`config.mk`:
```
export PLATFORM = sky130hd
export DESIGN_NAME = unidad_control
export DESIGN_NICKNAME = d
export VERILOG_FILES = /design/src/rtl/unidad_control.sv
export SDC_FILE = /design/constraint.sdc
export NUM_CORES = 1
export LEC_CHECK = 0
export BUFFER_PORTS_ARGS = -buffer_cell sky130_fd_sc_hd__buf_2
export CAP_MARGIN = 40
export CORE_UTILIZATION = 47
export CTS_CLUSTER_DIAMETER = 120
export DETAILED_ROUTE_END_ITERATION = 6
export GPL_ROUTABILITY_DRIVEN = 0
export PLACE_DENSITY = 0.75
export SLEW_MARGIN = 10
export SYNTH_ARGS = -nofsm -noshare
export SYNTH_HDL_FRONTEND = slang
export SYNTH_SLANG_ARGS = --single-unit
```
`constraint.sdc`:
```
create_clock -name clk -period 1.86 [get_ports clk]
set_clock_uncertainty 0.15 [all_clocks]
set_input_delay 0.093 -clock clk [delete_from_list [all_inputs] [get_ports clk]]
set_output_delay 0.093 -clock clk [all_outputs]
set_load 0.03 [all_outputs]
```
`src/rtl/unidad_control.sv`:
```
// Sequential control unit for the single-cycle MIPS32 datapath.
// Combinational decode is gated by a small start-up / flush / halt state machine.
//
// state    | meaning
// ARRANQUE | first cycle after reset, no decode
// EJECUTA  | decode and retire one instruction per cycle
// BURBUJA  | flush cycles after a taken beq, controls forced to 0
// DETENIDO | halted on an illegal instruction until reset
module unidad_control #(
    parameter int ANCHO_CUENTA = 16,
    parameter int BURBUJAS     = 1
) (
    input  logic                    clk,
    input  logic                    reset,
    input  logic [5:0]              instrucc,
    input  logic [5:0]              funct,
    input  logic                    cero,
    output logic                    RegDest,
    output logic                    LeerMem,
    output logic                    MemaReg,
    output logic [2:0]              ControlALU,
    output logic                    EscrMem,
    output logic                    FuenteALU,
    output logic                    EscrReg,
    output logic                    FuentePC,
    output logic                    detenido,
    output logic [ANCHO_CUENTA-1:0] cuenta_instr,
    output logic [1:0]              estado
);

    typedef enum logic [1:0] {
        ARRANQUE = 2'b00,
        EJECUTA  = 2'b01,
        BURBUJA  = 2'b10,
        DETENIDO = 2'b11
    } estado_t;

    localparam logic [1:0]              CARGA_FLUSH = 2'(BURBUJAS - 1);
    localparam logic [ANCHO_CUENTA-1:0] UNO         = ANCHO_CUENTA'(1);

    localparam logic [5:0] OP_R   = 6'b000000;
    localparam logic [5:0] OP_LW  = 6'b100011;
    localparam logic [5:0] OP_SW  = 6'b101011;
    localparam logic [5:0] OP_BEQ = 6'b000100;

    estado_t                 r_estado, w_estado_sig;
    logic [1:0]              r_flush, w_flush_sig;
    logic [ANCHO_CUENTA-1:0] r_cuenta;

    logic       w_legal;
    logic       w_salto;
    logic       w_reg_dest, w_leer_mem, w_mem_a_reg, w_escr_mem;
    logic       w_fuente_alu, w_escr_reg, w_fuente_pc;
    logic [2:0] w_ctrl_alu;

    always_ff @(posedge clk or negedge reset) begin
        if (!reset) begin
            r_estado <= ARRANQUE;
            r_flush  <= 2'b00;
            r_cuenta <= '0;
        end else begin
            r_estado <= w_estado_sig;
            r_flush  <= w_flush_sig;
            if (r_estado == EJECUTA && w_legal)
                r_cuenta <= r_cuenta + UNO;
        end
    end

    // Decode is only meaningful in EJECUTA; every other state leaves all controls at 0.
    always_comb begin
        w_legal      = 1'b0;
        w_salto      = 1'b0;
        w_reg_dest   = 1'b0;
        w_leer_mem   = 1'b0;
        w_mem_a_reg  = 1'b0;
        w_escr_mem   = 1'b0;
        w_fuente_alu = 1'b0;
        w_escr_reg   = 1'b0;
        w_fuente_pc  = 1'b0;
        w_ctrl_alu   = 3'b000;
        if (r_estado == EJECUTA) begin
            case (instrucc)
                OP_R: begin
                    w_legal = 1'b1;
                    case (funct)
                        6'b100000: w_ctrl_alu = 3'b010;
                        6'b100010: w_ctrl_alu = 3'b110;
                        6'b100100: w_ctrl_alu = 3'b000;
                        6'b100101: w_ctrl_alu = 3'b001;
                        6'b101010: w_ctrl_alu = 3'b111;
                        default:   w_legal    = 1'b0;
                    endcase
                    w_reg_dest = w_legal;
                    w_escr_reg = w_legal;
                end
                OP_LW: begin
                    w_legal      = 1'b1;
                    w_fuente_alu = 1'b1;
                    w_mem_a_reg  = 1'b1;
                    w_escr_reg   = 1'b1;
                    w_leer_mem   = 1'b1;
                    w_ctrl_alu   = 3'b010;
                end
                OP_SW: begin
                    w_legal      = 1'b1;
                    w_fuente_alu = 1'b1;
                    w_escr_mem   = 1'b1;
                    w_ctrl_alu   = 3'b010;
                end
                OP_BEQ: begin
                    w_legal     = 1'b1;
                    w_ctrl_alu  = 3'b110;
                    w_fuente_pc = cero;
                    w_salto     = cero;
                end
                default: w_legal = 1'b0;
            endcase
        end
    end

    always_comb begin
        w_estado_sig = r_estado;
        w_flush_sig  = r_flush;
        case (r_estado)
            ARRANQUE: w_estado_sig = EJECUTA;
            EJECUTA: begin
                if (!w_legal) begin
                    w_estado_sig = DETENIDO;
                end else if (w_salto) begin
                    w_estado_sig = BURBUJA;
                    w_flush_sig  = CARGA_FLUSH;
                end
            end
            BURBUJA: begin
                if (r_flush == 2'b00)
                    w_estado_sig = EJECUTA;
                else
                    w_flush_sig = r_flush - 2'b01;
            end
            DETENIDO: w_estado_sig = DETENIDO;
            default:  w_estado_sig = ARRANQUE;
        endcase
    end

    assign RegDest      = w_reg_dest;
    assign LeerMem      = w_leer_mem;
    assign MemaReg      = w_mem_a_reg;
    assign ControlALU   = w_ctrl_alu;
    assign EscrMem      = w_escr_mem;
    assign FuenteALU    = w_fuente_alu;
    assign EscrReg      = w_escr_reg;
    assign FuentePC     = w_fuente_pc;
    assign detenido     = (r_estado == DETENIDO);
    assign cuenta_instr = r_cuenta;
    assign estado       = r_estado;

endmodule

```
==> results.toml, run 1 <==
[placement]
dp_cells = 177
placed_area_um2 = 1420
io_buffers = 43
dpl.hpwl_um = 1770

[critical_path]
critical_path_depth = 4
cp.arrival_ns = 1.54
path_cells = "or3b_4, nor3_4, or2_2, buf_6"
slowest_stage = "dfrtp_2"
required_ns = 1.62
start_kind = "flip-flop"
timing.critical_path.buf_inv = 1
r2r_cells = 6
cp_slowest_stage_delay_ns = 0.45
cp_max_fo = 3
critPathKind = "flip-flop to output pin"
worst_setup_path_end_kind = "output pin"
crit_family = "simple AND/OR/NAND/NOR gates"

[die]
row_count = 17
start_util = 0.504
die_area_um2 = 2600
coreArea_um2 = 2230
ios = 44
die_h_um = 51.0
die_w_um = 51.0

[routing]
dr_wl_met3_um = 113
drt-initial-drc-count = 16
vias_per_cell = 5.27
dr.pass1.iters = 4
routed_wl_um = 2320
top_layer = "met4"
m1WireLength_um = 1070
postRouteAntennaNets = 0
num_vias = 975
routedWlPerCell_um = 12.5
drcViolationCount = 0
met2_length_um = 1130

[final_layout]
final_cell_mix = "41 x buf_2, 18 x dfrtp_1, 14 x xnor2_1"
syn2layout_area_growth_pct = 33.3
drive_gt1_frac = 0.427
nNetsFinal = 175
final_common_cell = "buf_2"
diodes = 0
design_area_um2 = 1500
instances_no_fill = 185
fill_cells = 181

[sta]
rsz0062_at_grt = "yes"
timing.fmax_mhz = 559
tns_ns = 0
drv_slew = 0
worst_pin_slew_ns = 0.447
fin_crit_ns = 1.79
hold_viol = 0
finalCritPeriodShare = 0.961
max_slew_margin = 0.702
setup_viol = 0

[yosys]
synth_top_area_cell = "dfrtp_1"
synth_top_cell_area_share = 0.444
synth_ff_type = "dfrtp_1"
synth-edff-count = 0
synthTopCellsByArea = "dfrtp_1 44%, xnor2_1 11%, nand4_1 5.6%"
yosysSeqAreaShare = 0.444
ys_seq_elements = 20
synthArstFlopShare = 1.00
ys_types = 36
synth.net_count = 122
syn-instance-count = 105
syn_avg_cell_area_um2 = 10.7
synth_warnings = 0
netlist_area_um2 = 1130

[pwr]
p_per_area_nw_per_um2 = 464
leakage_uw = 0.000735
fin_total_pwr_uw = 696
switching_power_uw = 157
comb_power_share = 0.075
power_frac_clock = 0.301
power.internal_uw = 539
max-vdd-ir-drop_mv = 0.508
swShare = 0.226
seqPwrFrac = 0.624

[clocking]
clock_path_buffers = 2
cts.clk_slew.worst_paths_ns = 0.11
cts_made_buffers = 3
cts_sinks = 20
cts_root_buffer = "clkbuf_4"
htreeDepth = 1
clock_latency_ns = 0.30
tritoncts = "yes"

[grt]
grt_max_degree = 21
track_usage = 0.211
grt_pass1_vias = 913
antenna_found_initial = 0
grt_pass1_wl_um = 4080
grt_overflow = 0

[worst_hold_path]
whs_path_depth = 3
hp-class = "input pin to flip-flop"

[outcome]
outcome = "finished clean"

[run]
cap_viol_max_count = 0
-- state kept, by name (all words and copies together), names as in the netlist --
signal	count
cuenta_instr	16
r_flush	2
estado	2
-- cells in the mapped netlist, types with 2 or more instances --
cell type / count
a21oi_1: 3
mux2_2: 2
and2_1: 4
nor2b_1: 2
nand2_1: 3
ha_1: 2
nand3_1: 4
xnor2_1: 14
nor3_1: 2
and3_1: 8
o21ai_2: 2
nor3b_1: 2
nand4_1: 10
nor2_1: 3
inv_1: 4
dfrtp_1: 20
-- layer usage --
| layer | global-route usage | up-vias |
|---|---|---|
| li1 | - | 485 |
| met1 | 0.274 | 463 |
| met2 | 0.329 | 25 |
| met3 | 0.0714 | 2 |
| met4 | 0.0648 | 0 |
| met5 | 0 | - |
-- cells by family (layout without fill, tap and decap cells) --
kind of cell	count (synthesis)	in the layout	share of synthesized area
AO/OA/AOI/OAI	10	10	0.0722
XOR/XNOR	15	15	0.117
adder cells (fa/ha/maj)	2	2	0.0222
buffers and inverters	7	59	0.0344
flip-flops	20	20	0.444
multiplexers	2	2	0.0200
AND/OR/NAND/NOR	49	49	0.290
-- through the flow --
| step | utilization | setup slack, ns | hold slack [ns] |
|---|---|---|---|
| 6_report | 0.672 | 0.0726 | 0.0357 |
| 5_1_grt | 0.672 | -0.0170 | 0.0286 |
| 4_1_cts | 0.666 | 0.0137 | 0.0259 |
| 3_5_place_dp | 0.636 | 0.0697 | -0.0803 |
| 3_3_place_gp | 0.636 | 0.144 | -0.0949 |
| 2_1_floorplan | - | -0.0725 | -0.353 |
-- power by group through the flow --
stage	Clock, µW	Sequential [µW]	Combinational (µW)
2_1_floorplan	0	443	14.0
3_3_place_gp	0	443	47.0
3_5_place_dp	0	443	49.3
4_1_cts	219	435	53.1
5_1_grt	237	435	59.5
6_report	209	435	52.2
-- area by class of cell --
| class | instances | area, µm² | share of cell area |
|---|---|---|---|
| Multi-Input combinational cell | 78 | 621 | 0.413 |
| Sequential cell | 20 | 503 | 0.335 |
| Timing Repair Buffer | 51 | 302 | 0.201 |
| Tap cell | 28 | 35.0 | 0.0233 |
| Clock buffer | 4 | 26.3 | 0.0175 |
| Inverter | 4 | 15.0 | 0.0100 |
-- worst register-to-register path: cells and delay by family, from the launching register on --
kind            cells  cell delay (ns)
flops               1             0.45
compound gates      3             0.37
mux                 1             0.27
simple gates        1             0.25
buf+inv             1             0.17
-- path summary, 6_finish.rpt --
kind                                  start               end  slack (ns)
max                               estado[1]           EscrReg        0.07
min                             instrucc[2]         estado[1]        0.04
max reg2reg                       estado[1]        r_flush[0]        0.10
min reg2reg                cuenta_instr[15]  cuenta_instr[15]        0.32
max in group asynchronous             reset         estado[0]        1.12
min in group asynchronous             reset   cuenta_instr[5]        0.11
-- timing repair --
action | CTS | global route
resized for setup | 4 | 2
setup buffers | 1 | 1
endpoints found under the hold margin | 21 | 0
hold buffers | 2 | 0
endpoints found under the setup margin | 6 | 3
pin swaps | 2 | 1
Power figures use the tool's default switching activity.
==> run 2, diff against run 1 <==
--- a/config.mk
+++ b/config.mk
@@ -12,6 +12,7 @@
 export DETAILED_ROUTE_END_ITERATION = 6
 export GPL_ROUTABILITY_DRIVEN = 0
 export PLACE_DENSITY = 0.75
+export SETUP_SLACK_MARGIN = 0.1
 export SLEW_MARGIN = 10
 export SYNTH_ARGS = -nofsm -noshare
 export SYNTH_HDL_FRONTEND = slang
==> run 2 against run 1 <==
  * Final cell count grew 1.1%
  * Flip-flop and latch count is the same
  * Sequential power is essentially flat
  * Fmax shrank 2.1%
  * Utilization grew 2.5 points
  * Hold slack gained 0.010 ns
  * Via count grew 4.8%
  * Non-clock buffer count grew 2
  * Global-route usage grew 1.0 points
==> results.toml, run 2 (same netlist as run 1, synthesis figures left out) <==
[sta]
hold_viol = 0
whs_ns = 0.0459
max_slew_margin = 0.656
fin_ws_ns = 0.0340
timing.fmax_mhz = 548
setup_viol = 0
finalCritPeriodShare = 0.982
fin_crit_ns = 1.83
worst_pin_slew_ns = 0.514
drv_slew = 0
rsz0062_at_grt = "yes"

[clocking]
cts_root_buffer = "clkbuf_4"
cts_sinks = 20
cts.clk_slew.worst_paths_ns = 0.11
clock_path_buffers = 2
htreeDepth = 1
tritoncts = "yes"
cts_made_buffers = 3
clock_latency_ns = 0.30

[placement]
dp_cells = 176
dpl.hpwl_um = 1930
pre_cts_ws_ns = 0.109
io_buffers = 43

[pwr]
leakage_uw = 0.000769
fin_total_pwr_uw = 705
max-vdd-ir-drop_mv = 0.560
p_per_area_nw_per_um2 = 453

[grt]
grt_max_degree = 21
grt_pass1_vias = 973
grt_overflow = 0
antenna_found_initial = 0
track_usage = 0.221
grt_pass1_wl_um = 4290

[final_layout]
nNetsFinal = 177
drive_gt1_frac = 0.440
final_cell_mix = "38 x buf_2, 18 x dfrtp_1, 13 x xnor2_1"
syn2layout_area_growth_pct = 38.2
final_common_cell = "buf_2"
largest_register_ffs = 16
diodes = 0
instances_no_fill = 187

[routing]
routed_wl_um = 2600
drcViolationCount = 0
drt-initial-drc-count = 8
routedWlPerCell_um = 13.9
postRouteAntennaNets = 0
dr.pass1.iters = 4
num_vias = 1022
vias_per_cell = 5.47

[critical_path]
start_kind = "flip-flop"
worst_setup_path_end_kind = "flip-flop"
critPathKind = "flip-flop to flip-flop"
cp_max_fo = 17
cp.arrival_ns = 1.88
required_ns = 1.91

[die]
row_count = 17
die_h_um = 51.0
die_area_um2 = 2600
ios = 44
start_util = 0.504
die_w_um = 51.0
coreArea_um2 = 2230

[worst_hold_path]
hp-class = "input pin to flip-flop"

[outcome]
outcome = "finished clean"

[run]
cap_viol_max_count = 0
-- run 2: changes by cell type in the layout (fill, tap and decap cells not counted) --
cell	previous run	this run
nor4b_2	1	0
or2_4	0	1
o21ai_2	2	1
nor3_4	1	2
buf_4	6	11
nor3_2	1	0
or2_2	1	0
xnor2_2	0	1
nor4b_4	0	1
buf_2	41	38
o21ai_4	0	1
xnor2_1	14	13
-- run 2: layout make-up --
type,count,area (µm²)
Timing Repair Buffer,53,324
Inverter,4,15.0
Multi-Input combinational cell,78,653
Fill cell,176,677
Clock buffer,4,26.3
Sequential cell,20,503
Tap cell,28,35.0
-- run 2: timing repair --
item                                    CTS  global route
pin swaps                                 3             0
hold buffers                              2             0
gates cloned                              0             0
gates resized for setup                   4             9
hold endpoints to repair                 21             0
endpoints found under the setup margin    7            25
setup buffers                             3             2
-- run 2: routing by layer --
metal  vias to the layer above  GRT usage  share of wire
met4                         0     0.0370         0.0019
met5                         -          0              0
met2                        20      0.377           0.53
li1                        493          -              -
met3                         2     0.0595          0.034
met1                       507      0.282           0.43
-- run 2: worst paths after layout --
kind / start / end / slack (ns) / cells past startpoint
setup reg to reg: estado[1] / r_flush[0] / 0.03 / 7
max in group asynchronous: reset / estado[0] / 1.14 / 2
hold reg to reg: cuenta_instr[15] / cuenta_instr[15] / 0.32 / 1
setup / recovery: estado[1] / r_flush[0] / 0.03 / 7
min in group asynchronous: reset / cuenta_instr[6] / 0.10 / 2
hold / removal: instrucc[4] / estado[1] / 0.05 / 3
-- run 2: metrics by stage --
step,utilization,cell area [µm²],TNS [ns]
CTS,0.678,1520,0
floorplan,-,1170,0
finish,0.697,1560,0
detailed placement,0.641,1430,0
global route,0.697,1560,-0.0752
global placement,0.641,1430,0
-- run 2: power by group --
group | leakage [µW] | internal (µW) | switching, µW
Sequential | 0.000268 | 435 | 0
Clock | 0.0000150 | 83.6 | 132
Combinational | 0.000486 | 21.5 | 33.9
-- run 2: critical path, stage by stage, from the launching register on --
cell and delay (ns):
dfrtp_2 0.45, nor3b_4 0.22, buf_4 0.16, o21ai_4 0.05, a31oi_4 0.17, buf_12 0.16
o21ai_2 0.08, mux2_2 0.27
